## config.mk

```make
export PLATFORM = sky130hd
export DESIGN_NAME = div_freq_meter
export DESIGN_NICKNAME = d
export VERILOG_FILES = /design/src/rtl/div_freq_meter.sv
export SDC_FILE = /design/constraint.sdc
export NUM_CORES = 1
export LEC_CHECK = 0
export CORE_MARGIN = 1
export CORE_UTILIZATION = 50
export CTS_CLUSTER_SIZE = 10
export DETAILED_ROUTE_END_ITERATION = 8
export PLACE_DENSITY = 0.74
export SETUP_SLACK_MARGIN = 0.15
export SLEW_MARGIN = 10
export SYNTH_ARGS = -nofsm -noshare
export SYNTH_HDL_FRONTEND = slang
export SYNTH_SLANG_ARGS = --single-unit
```

## constraint.sdc

```tcl
create_clock -name clk -period 11.85 [get_ports clk]
set_clock_uncertainty 0.05 [all_clocks]
set_input_delay 2.37 -clock clk [delete_from_list [all_inputs] [get_ports clk]]
set_output_delay 2.37 -clock clk [all_outputs]
set_load 0.005 [all_outputs]
```

## src/rtl/div_freq_meter.sv

```systemverilog
// Gated-window frequency meter for a divided clock on the reference clock:
// counts rising edges and tracks the shortest/longest rise-to-rise interval.
module div_freq_meter #(
    parameter int CNT_W    = 32,
    parameter int PER_W    = 16,
    parameter int GATE_LEN = 1000
) (
    input  logic             clk,
    input  logic             rst,
    input  logic             start,
    input  logic             div_in,
    output logic [CNT_W-1:0] edge_cnt,
    output logic [PER_W-1:0] min_per,
    output logic [PER_W-1:0] max_per,
    output logic             busy,
    output logic             done
);

    typedef enum logic [1:0] {
        IDLE,
        ARM,
        MEAS
    } state_t;

    localparam logic [CNT_W-1:0] GATE_LAST = CNT_W'(GATE_LEN);
    localparam logic [PER_W-1:0] PER_MAX   = '1;

    state_t           state;
    state_t           state_next;
    logic             div_d;
    logic             rise;
    logic             window_end;
    logic [CNT_W-1:0] gate_cnt;
    logic [CNT_W-1:0] work_cnt;
    logic [PER_W-1:0] work_min;
    logic [PER_W-1:0] work_max;
    logic [PER_W-1:0] per_cnt;
    logic [CNT_W-1:0] cnt_upd;
    logic [PER_W-1:0] min_upd;
    logic [PER_W-1:0] max_upd;

    assign rise       = div_in & ~div_d;
    assign window_end = (state == MEAS) && (gate_cnt == GATE_LAST);

    // NOTE: sequential state uses non-blocking assignments so every register
    // samples pre-edge values, independent of statement order.
    always_ff @(posedge clk or posedge rst) begin
        if (rst) begin
            state <= IDLE;
        end else begin
            state <= state_next;
        end
    end

    // NOTE: every combinational output gets a default first, so no path
    // through the case can leave a signal unassigned and infer a latch.
    always_comb begin
        state_next = state;
        busy       = 1'b0;
        case (state)
            IDLE: begin
                if (start) state_next = ARM;
            end
            ARM: begin
                busy = 1'b1;
                if (rise) state_next = MEAS;
            end
            MEAS: begin
                busy = 1'b1;
                if (window_end) state_next = IDLE;
            end
            default: state_next = IDLE;
        endcase
    end

    // Working values including the current cycle's rise, so the final
    // window cycle is folded into the latched results.
    always_comb begin
        cnt_upd = work_cnt;
        min_upd = work_min;
        max_upd = work_max;
        if (rise) begin
            cnt_upd = work_cnt + CNT_W'(1);
            if (per_cnt < work_min) min_upd = per_cnt;
            if (per_cnt > work_max) max_upd = per_cnt;
        end
    end

    always_ff @(posedge clk or posedge rst) begin
        if (rst) begin
            div_d    <= 1'b0;
            gate_cnt <= '0;
            work_cnt <= '0;
            work_min <= '0;
            work_max <= '0;
            per_cnt  <= '0;
            edge_cnt <= '0;
            min_per  <= '0;
            max_per  <= '0;
            done     <= 1'b0;
        end else begin
            div_d <= div_in;
            done  <= 1'b0;
            case (state)
                ARM: begin
                    // Arming edge: the next cycle is both window cycle 1 and
                    // one cycle after the interval reference.
                    if (rise) begin
                        gate_cnt <= CNT_W'(1);
                        per_cnt  <= PER_W'(1);
                        work_cnt <= '0;
                        work_min <= PER_MAX;
                        work_max <= '0;
                    end
                end
                MEAS: begin
                    work_cnt <= cnt_upd;
                    work_min <= min_upd;
                    work_max <= max_upd;
                    gate_cnt <= gate_cnt + CNT_W'(1);
                    if (rise) begin
                        per_cnt <= PER_W'(1);
                    end else if (per_cnt != PER_MAX) begin
                        per_cnt <= per_cnt + PER_W'(1);
                    end
                    if (window_end) begin
                        edge_cnt <= cnt_upd;
                        min_per  <= min_upd;
                        max_per  <= max_upd;
                        done     <= 1'b1;
                    end
                end
                default: ;
            endcase
        end
    end

endmodule
```

* Yosys cells after proc, flatten, opt, wreduce, memory -nomap -nowiden
Cells that the tools add are included.
** Word-level totals
- Bits in registers :: 180
** Operators by class
- Add/subtract/negate cells :: 3
- $lt $le $gt $ge :: 2
- Equality and inequality tests :: 8
- Muxes and demuxes :: 24
- Bitwise operators :: 2
- Reduce and logical (&&, ||, !) cells :: 8
** Operator list (count)
- 2-to-1 mux 16 bit :: 9
- case mux 32 bit (2 select lines) :: 2
- 2-to-1 mux 32 bit :: 3
- case mux 16 bit (2 select lines) :: 3
- adder 32 x 1 -> 32 bit, second input constant :: 2
- equality test 32 x 10 -> 1 bit, second input constant :: 1
- adder 16 x 1 -> 16 bit, second input constant :: 1
- > comparator 16 bit :: 1
- less-than comparator 16 bit :: 1
- inequality test 16 bit, second input constant :: 1
- 2-to-1 mux 2 bit :: 3
- inequality test 2 bit, second input constant :: 3
- case mux 2 bit (3 select lines) :: 1
- AND reduction 3 bit :: 2
- AND reduction 2 bit :: 2
- 2-to-1 mux 1 bit :: 3
- inequality test 3 x 2 -> 1 bit, second input constant :: 1
- equality test 2 x 1 -> 1 bit, second input constant :: 1
- equality test 2 bit, second input constant :: 1
- zero test 2 bit :: 1
- nonzero test 2 bit :: 1
- OR reduction 2 bit :: 1
- bitwise AND 1 bit :: 1
- logical AND 1 bit :: 1
- inverter 1 bit :: 1

* Longest topological paths before layout
Gate-level depths: netlist (run 1).
- Word-level depth :: 4
- Depth in mapped cells :: 12
- Gate-level depth less buffers :: 10

* Least setup slack after synthesis (run 1)
No wires, ideal clock.
- Kind :: input -> register
- From :: input div_in
- To :: register work_min[5]
- Setup time :: 121 ps
- Data arrival time :: 3839 ps
- Slack :: 7840 ps
- Cell stages on the path :: 7
- Cells stage by stage :: nor2b_1 > clkbuf_1 > and2_1 > buf_1 > nand3_2 > clkbuf_1 > o22a_1
** On the way
- Cells in the longest elaborated chain, start to end :: 3
- Elaborated cells between the ends (all ways) :: 5
- Those cells by class :: eq/ne (1); mux (2); bitwise (1); reduce/logical (1)
** RTL lines
- from (decl) :: RTL line 11 : input logic div_in,
- bitwise AND 1 bit * :: RTL line 42 : assign rise = div_in & ~div_d;
- 2-to-1 mux 16 bit / inequality test 2 bit (equally long branches)
- case mux 16 bit (2 select lines) / AND reduction 2 bit (equally long branches)
- to (signal assigned) :: RTL line 118 : work_min <= min_upd;
- to (decl) :: RTL line 35 : logic [PER_W-1:0] work_min;
Mark *: on every way between the ends. The rest lies on a longest branch, timed or not.
A chain may end at the register's enable or synchronous reset.

* Worst setup path in the final report (run 1)
- From :: input div_in
- To :: register work_max[3]
** On the way
- Cells in the longest elaborated chain, start to end :: 3
- Elaborated cells between the ends (all ways) :: 5
- Those cells by class :: eq/ne (1); mux (2); bitwise (1); reduce/logical (1)
** RTL lines
- bitwise AND 1 bit * :: RTL line 42
- 2-to-1 mux 16 bit / inequality test 2 bit (equally long branches)
- case mux 16 bit (2 select lines) / AND reduction 2 bit (equally long branches)
- to (signal assigned) :: RTL line 119 : work_max <= max_upd;
- to (decl) :: RTL line 36 : logic [PER_W-1:0] work_max;
Marks and branches as above.

==> results of run 1 <==
layout make-up:
type / count / area [sq um]
Fill cell: 1645 / 7960
Multi-Input combinational cell: 733 / 4670
Sequential cell: 180 / 4500
Timing Repair Buffer: 76 / 743
Clock buffer: 19 / 443
Tap cell: 260 / 325
Inverter: 55 / 211
Clock inverter: 13 / 103
power breakdown:
part	total [W]	internal [W]	switching, W
clock	0.000525	0.000276	0.000249
combinational	0.000274	0.000117	0.000157
sequential	0.000688	0.000643	0.0000453
total	0.00149	0.00104	0.000451
metrics by stage:
step	area, sq um	utilization (%)	worst slack [ns]
6_report	11000	58.0	6.80
5_1_grt	11000	58.0	6.59
4_1_cts	11000	58.0	6.77
3_5_place_dp	10500	55.1	6.35
3_3_place_gp	10500	55.1	6.47
2_1_floorplan	9790	-	4.54
critical path, cell delays in order:
cell,delay [ns]
clkdlybuf4s50_1,0.51
nand2b_1,0.32
nand2_1,0.24
nand2_1,0.62
nor3_2,1.02
a22o_1,0.28
placed cells by master (no fill, tap or decap), types with 4 or more instances in the layout:
| cell type | n |
|---|---|
| o22a_1 | 17 |
| a211o_1 | 16 |
| a21o_1 | 5 |
| mux2i_1 | 21 |
| xnor2_1 | 26 |
| clkinv_4 | 8 |
| or3_1 | 4 |
| clkdlybuf4s50_1 | 69 |
| a21oi_1 | 57 |
| and2_1 | 6 |
| nor3_1 | 30 |
| a22o_1 | 19 |
| o21ai_1 | 8 |
| inv_1 | 52 |
| and4_1 | 7 |
| nand2_1 | 112 |
| clkbuf_16 | 17 |
| nand3_1 | 47 |
| nand4_1 | 25 |
| buf_4 | 7 |
| nor3_2 | 4 |
| o22ai_1 | 7 |
| nand2b_1 | 6 |
| a31oi_1 | 23 |
| dfrtp_1 | 180 |
| o21ai_0 | 88 |
| nor2_1 | 66 |
| nor4_1 | 5 |
| and3_1 | 11 |
| o31ai_1 | 12 |
| ha_1 | 38 |
| xor2_1 | 36 |
flip-flops by register name, indices dropped and copies added (netlist names):
register  cells
done          1
max_per      16
per_cnt      16
gate_cnt     32
div_d         1
state         2
work_cnt     32
work_min     16
work_max     16
min_per      16
edge_cnt     32
metal layers:
layer  GRT usage (%)  wire length [um]  part of all wire [%]  vias to the layer above
met5               0                 0                     0                        -
met4            7.30               250                   1.2                        0
met3            4.07               949                   4.5                       20
met2            34.3              9640                    45                      167
met1            32.7             10400                    49                     3709
li1                -                 -                     -                     3736
final timing paths:
kind	start	end	slack, ns	cells past startpoint
setup / recovery	div_in	work_max[3]	6.80	6
min in group asynchronous	rst	min_per[9]	2.49	2
setup reg to reg	per_cnt[7]	work_max[3]	8.46	6
hold reg to reg	edge_cnt[16]	edge_cnt[16]	0.43	2
max in group asynchronous	rst	gate_cnt[15]	7.82	3
hold / removal	edge_cnt[16]	edge_cnt[16]	0.43	2
cell families (layout without fill, tap and decap cells):
family          count (synthesis)  count (layout)
simple gates                  344             344
compound gates                268             268
flops                         180             180
buf+inv                       121             163
xor+xnor                       62              62
fa+ha+maj                      38              38
mux                            21              21
==> flow_summary.yaml, run 1 <==
placed_design:
  place_congestion: 0.824
  hpwl_um: 14100
  io_buffer_count: 69
  dp_cells: 1304
sta:
  hold_violations: 0
  relSlewSlack_pct: 28.9
  period_share_pct: 42.6
  fin_crit_ns: 5.05
  slew_viol_final: 0
  fin_tns_setup_ns: 0
  worst_slew_pin_slew_ns: 1.07
  setup_viol: 0
  fmaxAchievable_ghz: 0.198
  fin_hold_ws_ns: 0.426
  rsz0062_at_grt: "no"
logic_synthesis:
  synth_most_common_cell: "dfrtp_1"
  syn_area_sq_um: 9790
  synth_fa_ha_area_share_pct: 4.85
  yosysSeqAreaShare_pct: 46.0
  synthMuxAreaShare_pct: 2.15
  yosysTopAreaCellShare_pct: 46.0
  syn_nets: 1076
  synth_edf_count: 0
  ys_top_cells_by_area: "dfrtp_1 (46%), ha_1 (4.9%), o21ai_0 (4.5%), nand2_1 (4.3%), xor2_1 (3.2%)"
  synth-compound-area-share_pct: 17.6
  synthSimpleGateAreaFrac_pct: 17.4
  synthArstFlopShare_pct: 100
  synth_cells: 1034
  synth_xor_area_share_pct: 5.54
  synth-seq-cells: 180
  post_synth.cell_area_avg_sq_um: 9.47
  synthFlopType: "dfrtp_1"
  synth.distinct_cells: 64
  yosysWarnings: 0
  synth_top_family_by_area: "compound AO/OA/AOI/OAI gates"
  synth_top_area_cell: "dfrtp_1"
  yosys-top-cells-count: "dfrtp_1 (180), nand2_1 (113), o21ai_0 (88)"
clock_tree:
  root_buffer: "clkbuf_16"
  clkSlewWorstSetupHoldPaths_ns: 0.07
  clockBufferDepth: 2
  cts_buffers: 17
  ctsResizeCount: 0
  cts_tree: "built"
  post_cts_buffers: 0
  htreeDepth: 4
  numClockSinks: 180
  hold_buffers: 0
  clock_latency_ns: 0.44
floorplanning:
  num_io_pins: 70
  die_h_um: 142
  dieArea_sq_um: 20100
  num_rows: 50
  chipWidth_um: 142
  core_sq_um: 19000
  initial_core_util_pct: 51.7
final_layout:
  layout.nets: 1105
  finalNonFillerCells: 1336
  drive_gt1_share_pct: 5.76
  diodes: 0
  area_delta_synth_final_pct: 12.3
drt:
  drc: 0
  drtIter0Drc: 475
  wire_per_inst_um: 15.9
  antenna_left: 0
  via_count: 7632
  vias_per_cell: 5.71
  wirelength_um: 21300
  first_pass_iters: 5
worst_setup_path:
  endpoint_kind: "flop"
  worstSetupPathType: "input port to flop"
  cp.arrival_ns: 5.37
  critPathLaunchType: "input port"
  crit_required_ns: 12.17
  cp_max_fo: 30
pwr:
  ir_worst_vdd_mv: 0.0982
  total_power_w: 0.00149
  power_leakage_nw: 4.81
  power_density_nw_per_um2: 135
hold_path:
  min_path_type: "flop to flop"
global_routing:
  grt_pass1_vias: 7125
  grt_overflow: 0
  track_usage_pct: 22.6
  grt_start_max_net_pins: 112
  antenna_found_initial: 0
  grt_pass1_wl_um: 36100
run_status:
  outcome: "completed"
run:
  drv_cap: 0
No activity file was read; power rests on OpenSTA's default activity.
==> run 2: changes to the inputs <==
==> constraint.sdc (replaced) <==
create_clock -name clk -period 4.9 [get_ports clk]
set_clock_uncertainty 0.05 [all_clocks]
set_input_delay 0.98 -clock clk [delete_from_list [all_inputs] [get_ports clk]]
set_output_delay 0.98 -clock clk [all_outputs]
set_load 0.005 [all_outputs]
==> flow_summary.yaml, run 2 (synthesis results as in run 1) <==
worst_setup_path:
  rr_endpoint: "work_max[10]"
  critical_path_buf_inv_count: 0
  slowest_delay_ns: 0.73
  cp_max_fo: 16
  crit_chain: "ha_1 -> and4_4 -> or4b_1 -> o21a_1 -> o211ai_2 -> a22o_1"
  path_delay_family: "compound AO/OA/AOI/OAI gates"
  worstSetupPathType: "flop to flop"
  crit_slowest_cell: "o211ai_2"
  r2r.worst_path.cells: 6
  r2r_setup_slack_ns: 1.73
  cp.arrival_ns: 3.50
  r2r-start: "per_cnt[7]"
  endpoint_kind: "flop"
  crit_required_ns: 5.23
  critPathLaunchType: "flop"
drt:
  via_count: 7741
  first_pass_iters: 5
  wirelength_um: 21500
  drc: 0
  drtIter0Drc: 611
  antenna_left: 0
  vias_per_cell: 5.76
  wire_per_inst_um: 16.0
floorplanning:
  initial_core_util_pct: 51.7
  num_rows: 50
  die_h_um: 142
  num_io_pins: 70
  dieArea_sq_um: 20100
  core_sq_um: 19000
  chipWidth_um: 142
pwr:
  p_sw_w: 0.00111
  ir_worst_vdd_mv: 0.244
  p_sw_share_pct: 30.3
  power_leakage_nw: 4.85
  p_comb_share_pct: 18.5
  power_density_nw_per_um2: 331
  p_clk_share_pct: 36.0
  p_int_w: 0.00255
  seq_power_share_pct: 45.5
clock_tree:
  hold_buffers: 0
  clock_latency_ns: 0.44
  numClockSinks: 180
  ctsResizeCount: 0
  clkSlewWorstSetupHoldPaths_ns: 0.07
  post_cts_buffers: 0
  root_buffer: "clkbuf_16"
  htreeDepth: 4
  cts_tree: "built"
  clockBufferDepth: 2
  cts_buffers: 17
placed_design:
  hpwl_um: 14300
  dp_cells: 1311
  io_buffer_count: 69
  dp_slack_ns: 1.34
  place_congestion: 0.817
sta:
  relSlewSlack_pct: 29.7
  period_share_pct: 64.7
  fin_tns_setup_ns: 0
  setup_viol: 0
  rsz0062_at_grt: "no"
  fin_hold_ws_ns: 0.427
  fin_crit_ns: 3.17
  worst_slew_pin_slew_ns: 1.05
  slew_viol_final: 0
  fmaxAchievable_ghz: 0.315
  setup_ws_ns: 1.73
  hold_violations: 0
global_routing:
  grt_overflow: 0
  grt_pass1_wl_um: 36200
  grt_start_max_net_pins: 110
  antenna_found_initial: 0
  track_usage_pct: 22.7
  grt_pass1_vias: 7235
final_layout:
  area_delta_synth_final_pct: 13.2
  fin_util_pct: 58.5
  reg_top3: "edge_cnt: 32 flops, gate_cnt: 32 flops, work_cnt: 32 flops"
  finalNonFillerCells: 1343
  drive_gt1_share_pct: 6.19
  diodes: 0
  final_cell_mix: "dfrtp_1 (180), nand2_1 (112), o21ai_0 (88), clkdlybuf4s50_1 (69), nor2_1 (67)"
  final_common_cell: "dfrtp_1"
  layout.nets: 1112
hold_path:
  hp-start: "edge_cnt[15]"
  min_delay_path_depth: 2
  min_path_type: "flop to flop"
  holdPathEnd: "edge_cnt[15]"
run:
  drv_cap: 0
run_status:
  outcome: "completed"
==> run 2: worst reg2reg max path: cells and delay by family (launching register included) <==
family	cells	cell delay [ns]
adder cells (fa/ha/maj)	1	0.42
AND/OR/NAND/NOR	2	0.73
AO/OA/AOI/OAI	3	1.37
flip-flops	1	0.53
==> run 2: routing by layer <==
layer / wire length, um / global-route usage, % / share of wire (%)
met5: 0 / 0 / 0
met4: 312 / 8.32 / 1.4
met3: 833 / 3.50 / 3.9
met2: 9410 / 33.4 / 44
met1: 11000 / 33.7 / 51
==> run 2: final cells by class <==
type | instances | area, sq um
timing repair buffer | 83 | 821
fill | 1639 | 7870
clock buffer | 19 | 433
tap | 260 | 325
multi-input combinational | 733 | 4670
inverter | 55 | 210
clock inverter | 13 | 124
sequential | 180 | 4500
==> run 2: worst max path at each step <==
stage                     from            to  cells past startpoint
floorplan                  rst         div_d                      1
global placement        div_in  edge_cnt[30]                      7
detailed placement      div_in  edge_cnt[30]                      7
CTS                 per_cnt[7]  work_max[10]                      6
global route        per_cnt[7]  work_max[11]                      6
finish              per_cnt[7]  work_max[10]                      6
==> run 2: power groups by stage <==
stage	Clock, W	Combinational (W)	Sequential, W
final	0.00132	0.000679	0.00167
after global routing	0.00139	0.000740	0.00168
after CTS	0.00133	0.000681	0.00166
after detailed placement	0	0.000675	0.00169
after global placement	0	0.000666	0.00169
after floorplan	0	0.000613	0.00163
==> run 2: stage by stage <==
stage	instance area (sq um)	total power, W
CTS	11100	0.00367
detailed placement	10500	0.00237
global placement	10500	0.00235
floorplan	9800	0.00225
finish	11100	0.00366
global route	11100	0.00381
